File: config.mk
export PLATFORM = sky130hd
export DESIGN_NAME = sdram_slot_arbiter
export DESIGN_NICKNAME = d
export VERILOG_FILES = /design/src/rtl/sdram_slot_arbiter.sv
export SDC_FILE = /design/constraint.sdc
export NUM_CORES = 1
export LEC_CHECK = 0
export BUFFER_PORTS_ARGS = -buffer_cell sky130_fd_sc_hd__buf_2
export CAP_MARGIN = 40
export CORE_ASPECT_RATIO = 0.75
export CORE_UTILIZATION = 36
export CTS_BUF_LIST = sky130_fd_sc_hd__clkbuf_8
export CTS_CLUSTER_DIAMETER = 200
export DETAILED_ROUTE_END_ITERATION = 7
export HOLD_SLACK_MARGIN = 0.1
export PLACE_DENSITY_LB_ADDON = 0.3
export SLEW_MARGIN = 20
export SYNTH_ARGS = -nofsm -noshare
export SYNTH_HDL_FRONTEND = slang
export SYNTH_SLANG_ARGS = --single-unit
File: constraint.sdc
create_clock -name clock -period 6 [get_ports clock]
set_input_delay 0 -clock clock [delete_from_list [all_inputs] [get_ports clock]]
set_output_delay 0 -clock clock [all_outputs]
set_load 0.02 [all_outputs]
File: src/rtl/sdram_slot_arbiter.sv
// sdram_slot_arbiter: shares the SDRAM user port between the ROM loader byte
// stream and the NES core. Owns the 4-phase slot counter. While loading,
// buffers loader bytes in a small FIFO and issues one write per slot. Hands
// the port to the NES once loading is done and the FIFO is drained.
module sdram_slot_arbiter #(
    parameter int ADDR_W     = 22,
    parameter int FIFO_DEPTH = 4
) (
    input  logic                            clock,
    input  logic                            reset_n,
    input  logic                            load_done,
    input  logic                            ld_valid,
    input  logic [ADDR_W-1:0]               ld_addr,
    input  logic [7:0]                      ld_data,
    output logic                            ld_ready,
    output logic                            ld_overflow,
    output logic [$clog2(FIFO_DEPTH):0]     fifo_level,
    input  logic [ADDR_W-1:0]               nes_addr,
    input  logic                            nes_read_cpu,
    input  logic                            nes_read_ppu,
    input  logic                            nes_write,
    input  logic [7:0]                      nes_dout,
    output logic [1:0]                      phase,
    output logic                            run_nes,
    output logic                            nes_reset,
    output logic [ADDR_W-1:0]               mem_addr,
    output logic                            mem_we,
    output logic [7:0]                      mem_din,
    output logic                            mem_oe_a,
    output logic                            mem_oe_b
);
    localparam int PTR_W = $clog2(FIFO_DEPTH);
    localparam int LVL_W = PTR_W + 1;

    typedef enum logic [1:0] {LOAD, DRAIN, RUN} state_t;

    state_t              state;
    logic [1:0]          phase_r;
    logic [LVL_W-1:0]    count;
    logic [PTR_W-1:0]    wr_ptr, rd_ptr;
    logic [ADDR_W-1:0]   fifo_addr [FIFO_DEPTH];
    logic [7:0]          fifo_data [FIFO_DEPTH];
    logic                mem_we_r;
    logic [ADDR_W-1:0]   mem_addr_r;
    logic [7:0]          mem_din_r;

    logic slot, full, empty, push, pop;

    assign slot  = (phase_r == 2'd3);
    assign full  = (count == LVL_W'(FIFO_DEPTH));
    assign empty = (count == '0);
    // A full FIFO never accepts, even when a pop lands on the same edge.
    assign push  = ld_valid && !full;
    assign pop   = slot && (state != RUN) && !empty;

    // Free-running slot phase counter.
    always_ff @(posedge clock or negedge reset_n) begin
        if (!reset_n) phase_r <= 2'd0;
        else          phase_r <= phase_r + 2'd1;
    end

    // Loader FIFO: storage, pointers, occupancy and sticky overflow.
    always_ff @(posedge clock or negedge reset_n) begin
        if (!reset_n) begin
            wr_ptr      <= '0;
            rd_ptr      <= '0;
            count       <= '0;
            ld_overflow <= 1'b0;
        end else begin
            if (push) begin
                fifo_addr[wr_ptr] <= ld_addr;
                fifo_data[wr_ptr] <= ld_data;
                wr_ptr            <= wr_ptr + 1'b1;
            end
            if (pop) rd_ptr <= rd_ptr + 1'b1;
            count <= count + LVL_W'(push) - LVL_W'(pop);
            // A fresh drop wins over the reload clear on the same edge.
            if (ld_valid && full)
                ld_overflow <= 1'b1;
            else if (state == RUN && slot && !load_done)
                ld_overflow <= 1'b0;
        end
    end

    // Write registers: sampled once per slot and held for the whole window.
    always_ff @(posedge clock or negedge reset_n) begin
        if (!reset_n) begin
            mem_we_r   <= 1'b0;
            mem_addr_r <= '0;
            mem_din_r  <= '0;
        end else if (slot && state != RUN) begin
            mem_we_r <= !empty;
            if (!empty) begin
                mem_addr_r <= fifo_addr[rd_ptr];
                mem_din_r  <= fifo_data[rd_ptr];
            end
        end
    end

    // Port ownership FSM; RUN is entered and left only on slot edges so
    // nes_reset only ever moves on a slot edge.
    always_ff @(posedge clock or negedge reset_n) begin
        if (!reset_n) begin
            state     <= LOAD;
            nes_reset <= 1'b1;
        end else begin
            case (state)
                LOAD: if (load_done) state <= DRAIN;
                DRAIN: begin
                    // Last write window closes on this edge; hand over.
                    if (slot && empty && !push) begin
                        state     <= RUN;
                        nes_reset <= 1'b0;
                    end
                end
                RUN: begin
                    if (slot && !load_done) begin
                        state     <= LOAD;
                        nes_reset <= 1'b1;
                    end
                end
                default: begin
                    state     <= LOAD;
                    nes_reset <= 1'b1;
                end
            endcase
        end
    end

    assign phase      = phase_r;
    assign run_nes    = slot;
    assign ld_ready   = !full;
    assign fifo_level = count;

    // In RUN the NES drives the controller directly.
    assign mem_we   = (state == RUN) ? nes_write : mem_we_r;
    assign mem_addr = (state == RUN) ? nes_addr  : mem_addr_r;
    assign mem_din  = (state == RUN) ? nes_dout  : mem_din_r;
    assign mem_oe_a = (state == RUN) && nes_read_cpu;
    assign mem_oe_b = (state == RUN) && nes_read_ppu;

endmodule
* After elaboration in Yosys (flattened, before gate mapping)
Memory sizes are Yosys's and may differ from the RTL's. A register that Yosys moved wholly into a read port is not among the register bits.
Index checks and enable logic that the tools add are counted.
** Word-level totals
- Register bits :: 14
- Latch bits :: 0
- RAM bits :: 120
- ROM bits :: 0
- Input bits :: 67
- Output and inout port bits :: 42
- Logic and storage cells :: 63
- Memories :: 2
** Cells by class
- Add/sub/neg operators :: 5
- Multiply operators :: 0
- Divide/modulo/power cells :: 0
- $lt $le $gt $ge :: 0
- Equal/unequal tests :: 8
- Shift operators :: 0
- Mux-type cells :: 14
- Bitwise gates (word level) :: 2
- Reductions and logical operators :: 24
** Memories
- fifo_addr :: words 4, bits a word 22, rd ports 1, clocked after Yosys merged registers in 1, write ports 1, RTL line 41 : logic [ADDR_W-1:0] fifo_addr [FIFO_DEPTH];
- fifo_data :: words 4, bits a word 8, rd ports 1, clocked after Yosys merged registers in 1, write ports 1, RTL line 42 : logic [7:0] fifo_data [FIFO_DEPTH];
** Operators with widths (number)
- two-way mux 22 bit :: 1
- logical AND 1 bit :: 12
- two-way mux 8 bit :: 1
- two-way mux 1 bit :: 7
- adder 2 x 1 -> 2 bit, second input constant :: 3
- zero test 1 bit :: 6
- two-way mux 2 bit :: 3
- != test 2 bit, second input constant :: 3
- case mux 2 bit (3 select lines) :: 1
- AND reduction 3 bit :: 2
- equality test 2 bit, second input constant :: 2
- adder 3 x 1 -> 3 bit :: 1
- equality test 3 bit, second input constant :: 1
- zero test 3 bit :: 1
- case mux 1 bit (3 select lines) :: 1
- subtractor 3 x 1 -> 3 bit :: 1
- equality test 2 x 1 -> 1 bit, second input constant :: 1
- zero test 2 bit :: 1
- != test 2 x 1 -> 1 bit, second input constant :: 1
- NOT 1 bit :: 2
- AND reduction 2 bit :: 1
- nonzero test 2 bit :: 1

* Depth between registers and ports, before layout
Gate-level depths: netlist of run 1.
- Depth in word-level cells :: 7
- Mapped depth :: 12
- Depth with buffers taken out :: 10

* Least setup slack after synthesis of run 1
Ideal clock, no wire load.
- Kind :: reg-to-reg
- From :: reg count[1], in the netlist fifo_level[1]
- To :: reg count[2], in the netlist fifo_level[2]
- Library setup time :: 0.133 ns
- Arrival time :: 2.398 ns
- Required time :: 5.867 ns
- Slack :: 3.469 ns
- Cell stages (with the launch flop) :: 12
- Path buffers :: 1
- Clock period less this slack :: 2.531 ns
- Path through :: dfrtp_1 -> or3_1 -> nand3_2 -> buf_6 -> inv_1 -> ha_1 -> inv_1 -> ha_1 -> inv_1 -> fa_1 -> xnor2_1 -> xnor2_1
** Between the ends
- Elaborated cells between the ends (all ways) :: 8
- Classes of those cells :: 2 x add/sub; 1 x eq/ne; 5 x reduce/logical
** RTL lines
- start: declaration :: RTL line 39 : logic [LVL_W-1:0] count;
- start signal: assignment :: RTL line 76 : count <= count + LVL_W'(push) - LVL_W'(pop);
- zero test 3 bit :: RTL line 51 : assign empty = (count == '0);
- zero test 1 bit
- logical AND 1 bit :: RTL line 54 : assign pop = slot && (state != RUN) && !empty;
- net pop :: RTL line 47 : logic slot, full, empty, push, pop;
- subtractor 3 x 1 -> 3 bit :: RTL line 76
The timed path passes the listed nets, and every way through them passes these cells.
A chain may end at the register's enable or synchronous reset.

* Final worst setup path of run 1
- From :: reg state[0]
- To :: reg count[2], in the netlist fifo_level[2]
** Between the ends
- Cells in the longest elaborated chain, start to end :: 4
** RTL lines
- start: declaration :: RTL line 37 : state_t state;
- start signal: assignment :: RTL line 104 : state <= LOAD;
- start signal: assignment :: RTL line 108 : LOAD: if (load_done) state <= DRAIN;
- start signal: assignment :: RTL line 112 : state <= RUN;
- != test 2 bit :: RTL line 54
- logical AND 1 bit (2 in series) :: RTL line 54
- net pop :: RTL line 47
- subtractor 3 x 1 -> 3 bit :: RTL line 76
The timed path passes the listed nets, and every way through them passes these cells.

==> results of run 1 <==
[final cells by class]
cell class,count,area share
Clock buffer,18,0.03002
Tap cell,242,0.03669
Inverter,11,0.005003
Timing Repair Buffer,151,0.1283
Clock inverter,14,0.02365
Multi-Input combinational cell,193,0.2059
Sequential cell,164,0.5705
[kinds of logic after synthesis]
| kind of cell | after synthesis | synth area share |
|---|---|---|
| buffers and inverters | 29 | 0.02520 |
| flip-flops | 164 | 0.7179 |
| AO/OA/AOI/OAI | 4 | 0.004009 |
| adder cells (fa/ha/maj) | 8 | 0.01641 |
| AND/OR/NAND/NOR | 114 | 0.07177 |
| multiplexers | 62 | 0.1580 |
| XOR/XNOR | 5 | 0.006680 |
[final timing paths]
check,startpoint,end,slack (ps),depth (start not counted)
max,state[0],fifo_level[2],2820,10
min,reset_n,mem_addr_r[16],220,3
max reg2reg,state[0],fifo_level[2],2820,10
min reg2reg,phase[0],phase[0],460,1
max in group asynchronous,reset_n,rd_ptr[1],5330,3
min in group clock,nes_addr[6],mem_addr[6],300,4
[power groups by stage]
stage / logic (mW) / clock network (mW) / registers (mW)
finish: 1.03 / 0.870 / 1.60
global route: 1.13 / 0.936 / 1.63
CTS: 1.02 / 0.891 / 1.63
detailed placement: 0.994 / 0 / 1.65
global placement: 0.955 / 0 / 1.64
floorplan: 0.744 / 0 / 1.57
[worst register-to-register path, delay by kind of cell (launching register included)]
family,cells,cell delay [ps]
buffers and inverters,3,300
DFF,1,480
and+or+nand+nor,2,1260
adders and majority gates,3,770
xor gates and xnor gates,2,320
[state kept, by name (all words and copies together), names as in the netlist]
register and count:
rd_ptr 2, fifo_addr 88, fifo_level 3, fifo_data 32
mem_addr_r 22, phase 2, mem_we_r 1, ld_overflow 1
wr_ptr 2, state 2, mem_din_r 8, nes_reset 1
[per-layer routing]
layer / vias to the layer above / GRT usage / part of all wire
met2: 89 / 0.2475 / 0.50
li1: 1720 / - / -
met1: 1804 / 0.1824 / 0.44
met4: 0 / 0.04187 / 0.0087
met3: 12 / 0.03639 / 0.046
met5: - / 0 / 0
[cell usage after synthesis]
master	instances
xnor2_1	5
a22o_1	1
dfrtp_1	43
or3_1	1
nor3b_1	1
mux2_2	32
dfstp_2	1
nor2b_1	3
and3_1	4
fa_1	1
buf_6	7
nand3_2	1
o21ai_0	2
buf_4	1
nand2b_1	1
inv_1	11
clkbuf_1	9
buf_1	1
ha_1	7
mux4_2	30
nand4_1	1
edfxtp_1	120
o31ai_1	1
nor2_1	2
nor3_1	2
nand2_1	96
and2_1	2
[stage by stage]
step                utilization  setup WS (ps)  std cells  total power [mW]
global placement         0.4126           2474        720             2.595
global route             0.4660           2497        793             3.699
CTS                      0.4645           2725        792             3.537
detailed placement       0.4202           2784        726             2.647
finish                   0.4660           2817        793             3.504
floorplan                     -           3469        386             2.317
==> out/metrics.cfg, run 1 <==
[power_and_ir_drop]
vdd_ir_drop_max_mv = 0.1543
p_sw_frac = 0.2992
share_comb_of_total_power = 0.295
power.leakage_nw = 3.250
clkPwrFrac = 0.248
p_int_mw = 2.455
pwr-share-seq = 0.457
p_switching_mw = 1.048
p_per_area_mw_per_mm2 = 424.5

[sta]
slew_headroom = 0.4842
report.final.slew_viol_count = 0
rsz0062_at_grt = false
setup_violations = 0
finalClockSkew_ps = 13.58
period_share = 0.5304
worst_pin_slew_ps = 773.7
hold_slack_ps = 219.4
hold_viol_final = 0
setup_tns_ps = 0
post-route-min-period_ps = 3183
max_freq_mhz = 314.2

[global_routing]
grt_pass1_wl_um = 19840
grt_max_degree = 49
grt_antenna_before_repair = 0
grt_pass1_vias = 3847
grt_util_all_layers = 0.1453
gr-total-overflow = 0

[synthesis]
yosys_warnings = 0
synth_area_leaders = edfxtp_1 55%, dfrtp_1 16%, mux4_2 10%
avgSynthCellArea_um2 = 16.98
ys_ff_latch = 164
synth.yosys.seq_area_share = 0.7179
synth.largest_area_cell = edfxtp_1
netlist.area_leader.share = 0.5497
yosys.cell_types.count = 27
postSynthCellCount = 386
syn_nets = 461
netlist_area_mm2 = 0.006555

[clock_network]
post-cts-setup-buffers = 0
h-tree-depth = 4
cts_buffers = 17
insertion_delay_ps = 440
cts_tree = yes
hold_buffers = 34
cts.repair.resized = 0
clockBufferDepth = 2
clkSlewWorstSetupHoldPaths_ps = 80
clock-sinks = 164
root_buffer = clkbuf_8

[floorplan]
die_area_mm2 = 0.01876
die_y_um = 118.9
start_util = 0.3701
core_area_mm2 = 0.01771
io_pins = 109
rows = 42
die_x_um = 157.8

[setup_path]
cp-start-kind = flip-flop
crit_buf_inv = 3
required_ps = 6370
crit_path_frequent_cell = inv_1
cp_cell_sequence = nand2b_2 -> nand3_2 -> inv_1 -> ha_1 -> inv_1 -> ha_1 -> inv_1 -> fa_1 -> xnor2_1 -> xnor2_1
cpPeakStageDelay_ps = 680
crit_slowest_cell = nand2b_2
critPathArrivalTime_ps = 3550
critPathCaptureType = flip-flop
worstPathMaxFanout = 33
path_class = flip-flop to flip-flop
critPathTopFamily = simple AND/OR/NAND/NOR gates

[finish]
multiInputGateArea_mm2 = 0.001699
area_growth_pct = 25.90
antenna_cells = 0
final_common_cell = edfxtp_1
nFillCells = 1566
seq_area_mm2 = 0.004708
design_area_mm2 = 0.008253
final_cell_mix = 120 x edfxtp_1, 108 x buf_2, 96 x nand2_1, 41 x dfrtp_1, 34 x dlygate4sd3_1
post_route_cells_drive_above_1_share = 0.3938
nNetsFinal = 613

[placed_design]
routabilityCongestion = 0.7285
place_area_mm2 = 0.007442
dpl.hpwl_um = 8091
io_buffers = 108

[outcome]
outcome = finished, final reports clean

[worst_hold_path]
hp-class = input port to async pin

[drt]
ant_nets = 0
routed_wl_um = 12800
initialDrtViolationCount = 195
routedWlPerCell_um = 16.15
drcViolationCount = 0
vias_per_cell = 4.571
route.vias.total = 3625
drt_pass1_iterations = 4

[job]
maxCapViolations = 0

Note: power is estimated with default switching activity, not from simulation.
==> run 2, diff against run 1 <==
clock period = 2.8 ns   (was 6 ns; I/O delays follow)
==> run 2 against run 1 <==
Clock power is 91% higher. Sequential share of layout area is 0.86 points higher. Cell area is 1.5% lower. Setup slack worse by 2500 ps. Sequential power is 110% higher. Global-route usage is 0.45 points higher. Flip-flop and latch count stayed put. Clock skew is 5.8 ps lower. Combinational power is 120% higher. First-iteration DRC count is 15% lower. Critical endpoint unchanged. Largest power group unchanged.
==> out/metrics.cfg, run 2 (synthesized netlist as in run 1, its figures left out) <==
[outcome]
outcome = finished, final reports clean

[setup_path]
critPathArrivalTime_ps = 2810  ; -740 ps
path_depth = 10  ; unchanged
required_ps = 3170  ; -3200 ps
cp_cell_sequence = nor3b_1 -> nor2b_1 -> inv_1 -> ha_1 -> inv_1 -> ha_1 -> inv_1 -> fa_1 -> xnor2_1 -> xnor2_1
reg2reg_depth = 10  ; unchanged
worstPathMaxFanout = 7  ; -79%
r2r-start = fifo_level[1]
critPathCapture = fifo_level[2]
cp-start-kind = flip-flop
rrSetupSlack_ps = 360  ; -2460 ps
critPathTopFamily = adder cells
path_class = flip-flop to flip-flop
crit_buf_inv = 3  ; unchanged
r2r_end = fifo_level[2]
cpPeakStageDelay_ps = 460  ; -220 ps
critPathLaunch = fifo_level[1]
crit_slowest_cell = dfrtp_1
critPathCaptureType = flip-flop
crit_path_frequent_cell = inv_1

[clock_network]
h-tree-depth = 4  ; unchanged
clock-sinks = 164  ; unchanged
clkSlewWorstSetupHoldPaths_ps = 90  ; about the same
cts_buffers = 17  ; unchanged
post-cts-setup-buffers = 0  ; unchanged
insertion_delay_ps = 450  ; about the same
cts_tree = yes
hold_buffers = 35  ; +2.9%
root_buffer = clkbuf_8
clockBufferDepth = 2  ; unchanged
cts.repair.resized = 0  ; unchanged

[finish]
largest_reg_flops = 88  ; unchanged
post_route_cells_drive_above_1_share = 0.4043  ; +0.01050
antenna_cells = 0  ; unchanged
nFillCells = 1571  ; +0.32%
layoutNonFillerInstCount = 796  ; +0.38%
nNetsFinal = 616  ; +0.49%
top_register = fifo_addr
final_common_cell = edfxtp_1
final_cell_mix = 120 x edfxtp_1, 109 x buf_2, 96 x nand2_1, 41 x dfrtp_1, 34 x dlygate4sd3_1
area_growth_pct = 24.03
reg.largest.list = fifo_addr (88), fifo_data (32), mem_addr_r (22)

[drt]
ant_nets = 0  ; unchanged
initialDrtViolationCount = 165  ; -15%
drt_pass1_iterations = 4  ; unchanged
drcViolationCount = 0  ; unchanged
route.vias.total = 3653  ; +0.77%
vias_per_cell = 4.589  ; +0.39%
routedWlPerCell_um = 16.37  ; +1.4%
routed_wl_um = 13030  ; +1.8%

[power_and_ir_drop]
p_switching_mw = 2.306  ; +120%
p_per_area_mw_per_mm2 = 896.6  ; +110%
clkPwrFrac = 0.228  ; -0.020
share_comb_of_total_power = 0.308  ; +0.013
p_sw_frac = 0.3163  ; +0.01708
pwr-share-seq = 0.464  ; +0.007
power.leakage_nw = 3.188  ; -1.9%
p_int_mw = 4.984  ; +100%
vdd_ir_drop_max_mv = 0.3214  ; +110%

[placed_design]
io_buffers = 108  ; unchanged
dpl.hpwl_um = 7736  ; -4.4%
dp_cells = 728  ; +0.28%
routabilityCongestion = 0.7012  ; -3.7%

[worst_hold_path]
hp-class = input port to async pin

[global_routing]
grt_antenna_before_repair = 0  ; unchanged
met3_usage = 0.04148  ; +0.005095
grt_pass1_wl_um = 20300  ; +2.3%
grtUsageMet1 = 0.1892  ; +0.006793
grt_pass1_vias = 3824  ; -0.60%
top_usage_layer = met2
grt_max_degree = 33  ; -33%
use_met2 = 0.2497  ; +0.002203
grt_util_all_layers = 0.1498  ; +0.004522
gr-total-overflow = 0  ; unchanged

[floorplan]
die_y_um = 118.9  ; unchanged
die_x_um = 157.8  ; unchanged
io_pins = 109  ; unchanged
die_area_mm2 = 0.01876  ; unchanged
rows = 42  ; unchanged
start_util = 0.3701  ; unchanged
core_area_mm2 = 0.01771  ; unchanged

[sta]
finalClockSkew_ps = 7.819  ; -5.760 ps
period_share = 0.8720  ; +0.3415
max_freq_mhz = 409.6  ; +30%
rsz0062_at_grt = false
hold_viol_final = 0  ; unchanged
worst_pin_slew_ps = 546.7  ; -227.0 ps
setup_violations = 0  ; unchanged
post-route-min-period_ps = 2442  ; -741.1 ps
report.final.slew_viol_count = 0  ; unchanged
slew_headroom = 0.6355  ; +0.1513
setup_tns_ps = 0  ; unchanged

[job]
maxCapViolations = 0  ; unchanged

[run 2: changes by cell type in the layout (fill, tap and decap cells not counted), sizes merged]
| cell | previous run | this run |
|---|---|---|
| buf | 117 | 120 |
| bufinv | 5 | 2 |
| clkbuf | 18 | 17 |
| clkinv | 3 | 5 |
| clkinvlp | 2 | 5 |
| inv | 15 | 14 |
[run 2: power by group through the flow]
stage | logic (mW) | registers [mW] | clock network, mW
floorplan | 1.59 | 3.37 | 0
global placement | 2.10 | 3.47 | 0
detailed placement | 2.14 | 3.49 | 0
CTS | 2.20 | 3.44 | 1.73
global route | 2.46 | 3.44 | 1.83
finish | 2.24 | 3.38 | 1.66
[run 2: worst reg2reg max path: cells and delay by family (launching register included)]
kind,cells,cell delay (ps)
xor gates and xnor gates,2,350
adders and majority gates,3,740
and+or+nand+nor,2,620
buffers and inverters,3,190
DFF,1,460
[run 2: layout make-up]
cell class / instances / area (µm²) / share of cell area
clock inverters: 15 / 156.4 / 0.01924
inverters: 11 / 41.29 / 0.005078
clock buffers: 17 / 234.0 / 0.02878
well taps: 242 / 302.8 / 0.03724
multi-input cells: 193 / 1699 / 0.2090
flip-flops and latches: 164 / 4708 / 0.5791
repair buffers: 154 / 988.4 / 0.1216
[run 2: worst min-delay path by stage]
stage | start | endpoint | slack, ps | cells after the start
after floorplan | reset_n | fifo_level[0] | -300 | 0
after CTS | reset_n | mem_addr_r[2] | 220 | 3
after detailed placement | reset_n | mem_addr_r[20] | 40 | 1
final | reset_n | mem_addr_r[2] | 220 | 3
after global routing | reset_n | mem_din_r[4] | 250 | 3
after global placement | reset_n | wr_ptr[0] | 40 | 1
[run 2: stage by stage]
| stage | power [mW] | area (µm²) | util | worst slack [ps] | hold WS, ps |
|---|---|---|---|---|---|
| 4_1_cts | 7.374 | 8108 | 0.4578 | 328.9 | 216.0 |
| 6_report | 7.290 | 8130 | 0.4591 | 358.5 | 222.8 |
| 5_1_grt | 7.725 | 8130 | 0.4591 | 246.4 | 247.8 |
| 3_3_place_gp | 5.568 | 7367 | 0.4160 | 533.1 | 37.19 |
| 3_5_place_dp | 5.639 | 7367 | 0.4160 | 352.7 | 44.86 |
| 2_1_floorplan | 4.965 | 6555 | - | 268.9 | -295.6 |
[run 2: metal layers]
| metal | vias up | wire (µm) |
|---|---|---|
| met3 | 9 | 774 |
| met2 | 102 | 6458 |
| met4 | 0 | 116 |
| li1 | 1730 | - |
| met5 | - | 0 |
| met1 | 1812 | 5680 |
==> run 3, diff against run 2 <==
clock period = 2.43 ns   (was 2.8 ns; I/O delays follow)
==> run 3 against run 2 <==
Fmax increased by 6.2%. Sequential power is 17% higher. Sequential share of layout area shrank 0.81 points. Critical path type unchanged. Highest routed layer unchanged.
==> out/metrics.cfg, run 3 (synthesized netlist as in run 1, its figures left out) <==
[sta]
rsz0062_at_grt = false
max_freq_mhz = 435.2  ; +6.2%
hold_slack_ps = 278.8  ; +55.90 ps
setup_violations = 0  ; unchanged
setup_tns_ps = 0  ; unchanged
report.final.slew_viol_count = 0  ; unchanged
worst_slack_ps = 132.0  ; -226.5 ps
post-route-min-period_ps = 2298  ; -143.5 ps
worst_pin_slew_ps = 523.2  ; -23.49 ps
period_share = 0.9457  ; +0.07372
slew_headroom = 0.6500  ; +0.01451
finalClockSkew_ps = 11.45  ; +3.628 ps
hold_viol_final = 0  ; unchanged

[drt]
topRoutingLayerUsed = met4
route.vias.total = 3700  ; +1.3%
vias_per_cell = 4.637  ; +1.0%
ant_nets = 0  ; unchanged
wl_met1_um = 6044  ; +6.4%
drt_pass1_iterations = 5  ; +1
wl_met3_um = 512  ; -34%
initialDrtViolationCount = 193  ; +17%
routed_wl_um = 13120  ; +0.68%
drcViolationCount = 0  ; unchanged
routedWlPerCell_um = 16.44  ; +0.42%
met2_length_um = 6409  ; -0.76%

[finish]
reg.largest.list = fifo_addr (88), fifo_data (32), mem_addr_r (22)
post_route_cells_drive_above_1_share = 0.4083  ; +0.003941
layoutNonFillerInstCount = 798  ; +0.25%
final_cell_mix = 120 x edfxtp_1, 108 x buf_2, 96 x nand2_1, 39 x dfrtp_1, 35 x dlygate4sd3_1
area_growth_pct = 25.86
final_common_cell = edfxtp_1
largest_reg_flops = 88  ; unchanged
nNetsFinal = 618  ; +0.32%
top_register = fifo_addr
antenna_cells = 0  ; unchanged

[setup_path]
required_ps = 2790  ; -380 ps
worstPathMaxFanout = 4  ; -3
cp-start-kind = flip-flop
critPathArrivalTime_ps = 2660  ; -150 ps
critPathCaptureType = flip-flop
path_class = flip-flop to flip-flop

[power_and_ir_drop]
power.leakage_nw = 3.232  ; +1.4%
p_per_area_mw_per_mm2 = 1030  ; +15%
vdd_ir_drop_max_mv = 0.5534  ; +72%

[floorplan]
die_area_mm2 = 0.01876  ; unchanged
core_area_mm2 = 0.01771  ; unchanged
die_x_um = 157.8  ; unchanged
rows = 42  ; unchanged
io_pins = 109  ; unchanged
start_util = 0.3701  ; unchanged
die_y_um = 118.9  ; unchanged

[job]
maxCapViolations = 0  ; unchanged

[clock_network]
clkSlewWorstSetupHoldPaths_ps = 90  ; about the same
cts_tree = yes
clockBufferDepth = 2  ; unchanged
root_buffer = clkbuf_8
h-tree-depth = 4  ; unchanged
clock-sinks = 164  ; unchanged
insertion_delay_ps = 440  ; about the same
cts_buffers = 17  ; unchanged
post-cts-setup-buffers = 0  ; unchanged

[global_routing]
grt_max_degree = 35  ; +6.1%
grt_pass1_vias = 3899  ; +2.0%
gr-total-overflow = 0  ; unchanged
grt_pass1_wl_um = 20690  ; +1.9%
grt_util_all_layers = 0.1526  ; +0.002776
grt_antenna_before_repair = 0  ; unchanged

[placed_design]
dpl_worst_slack_ps = 137.4  ; -215.3 ps
dp_cells = 729  ; +0.14%
io_buffers = 108  ; unchanged
routabilityCongestion = 0.7259  ; +3.5%
dpl.hpwl_um = 8369  ; +8.2%

[outcome]
outcome = finished, final reports clean

[worst_hold_path]
hp-class = input port to async pin

-- run 3: cell count changes in the layout (fill, tap and decap cells not counted), moves of 3 or more --
cell / change
buf_12: +4
buf_4: -3
clkbuf_8: +3
clkinvlp_4: -3
-- run 3: per-stage QoR --
stage | total power, mW | cell area [µm²] | util
3_3_place_gp | 6.495 | 7402 | 0.4180
5_1_grt | 9.008 | 8250 | 0.4659
3_5_place_dp | 6.600 | 7457 | 0.4211
2_1_floorplan | 5.734 | 6573 | -
6_report | 8.500 | 8250 | 0.4659
4_1_cts | 8.623 | 8210 | 0.4636
-- run 3: area by class of cell --
class	instances	area, µm²
tap	242	302.8
multi-input combinational	193	1714
clock inverter	12	127.6
timing repair buffer	156	1079
clock buffer	20	275.3
fill	1560	9459
sequential	164	4711
inverter	11	41.29
-- run 3: power breakdown --
part / leakage [nW] / internal [mW] / switching (mW)
logic: 1.44 / 1.29 / 1.32
registers: 1.59 / 3.59 / 0.343
clock network: 0.200 / 0.992 / 0.970
total: 3.23 / 5.87 / 2.63
-- run 3: timing repair --
item                                   CTS  global route
resized for setup                        0             0
hold buffers                            35             0
endpoints found under the hold margin  168             0
-- run 3: metal layers --
| layer | vias to the layer above | track usage |
|---|---|---|
| li1 | 1730 | - |
| met1 | 1870 | 0.2016 |
| met2 | 87 | 0.2456 |
| met3 | 13 | 0.03639 |
| met4 | 0 | 0.05400 |
| met5 | - | 0 |
-- run 3: worst paths after layout --
check | start | end | slack [ps] | cells after the start
setup reg to reg | fifo_level[2] | fifo_level[2] | 130 | 10
setup / recovery | fifo_level[2] | fifo_level[2] | 130 | 10
min in group clock | nes_addr[1] | mem_addr[1] | 300 | 4
hold reg to reg | phase[0] | phase[0] | 450 | 1
max in group asynchronous | reset_n | mem_addr_r[5] | 1360 | 3
hold / removal | reset_n | mem_din_r[5] | 280 | 3
-- run 3: worst max-delay path, cell delays in order, from the launching register on --
cell and delay, ps:
dfrtp_2 440, or3_4 430, nand3_4 100, inv_1 40
ha_1 270, inv_1 60, ha_1 140, inv_1 50
fa_1 380, xnor2_1 180, xnor2_1 130
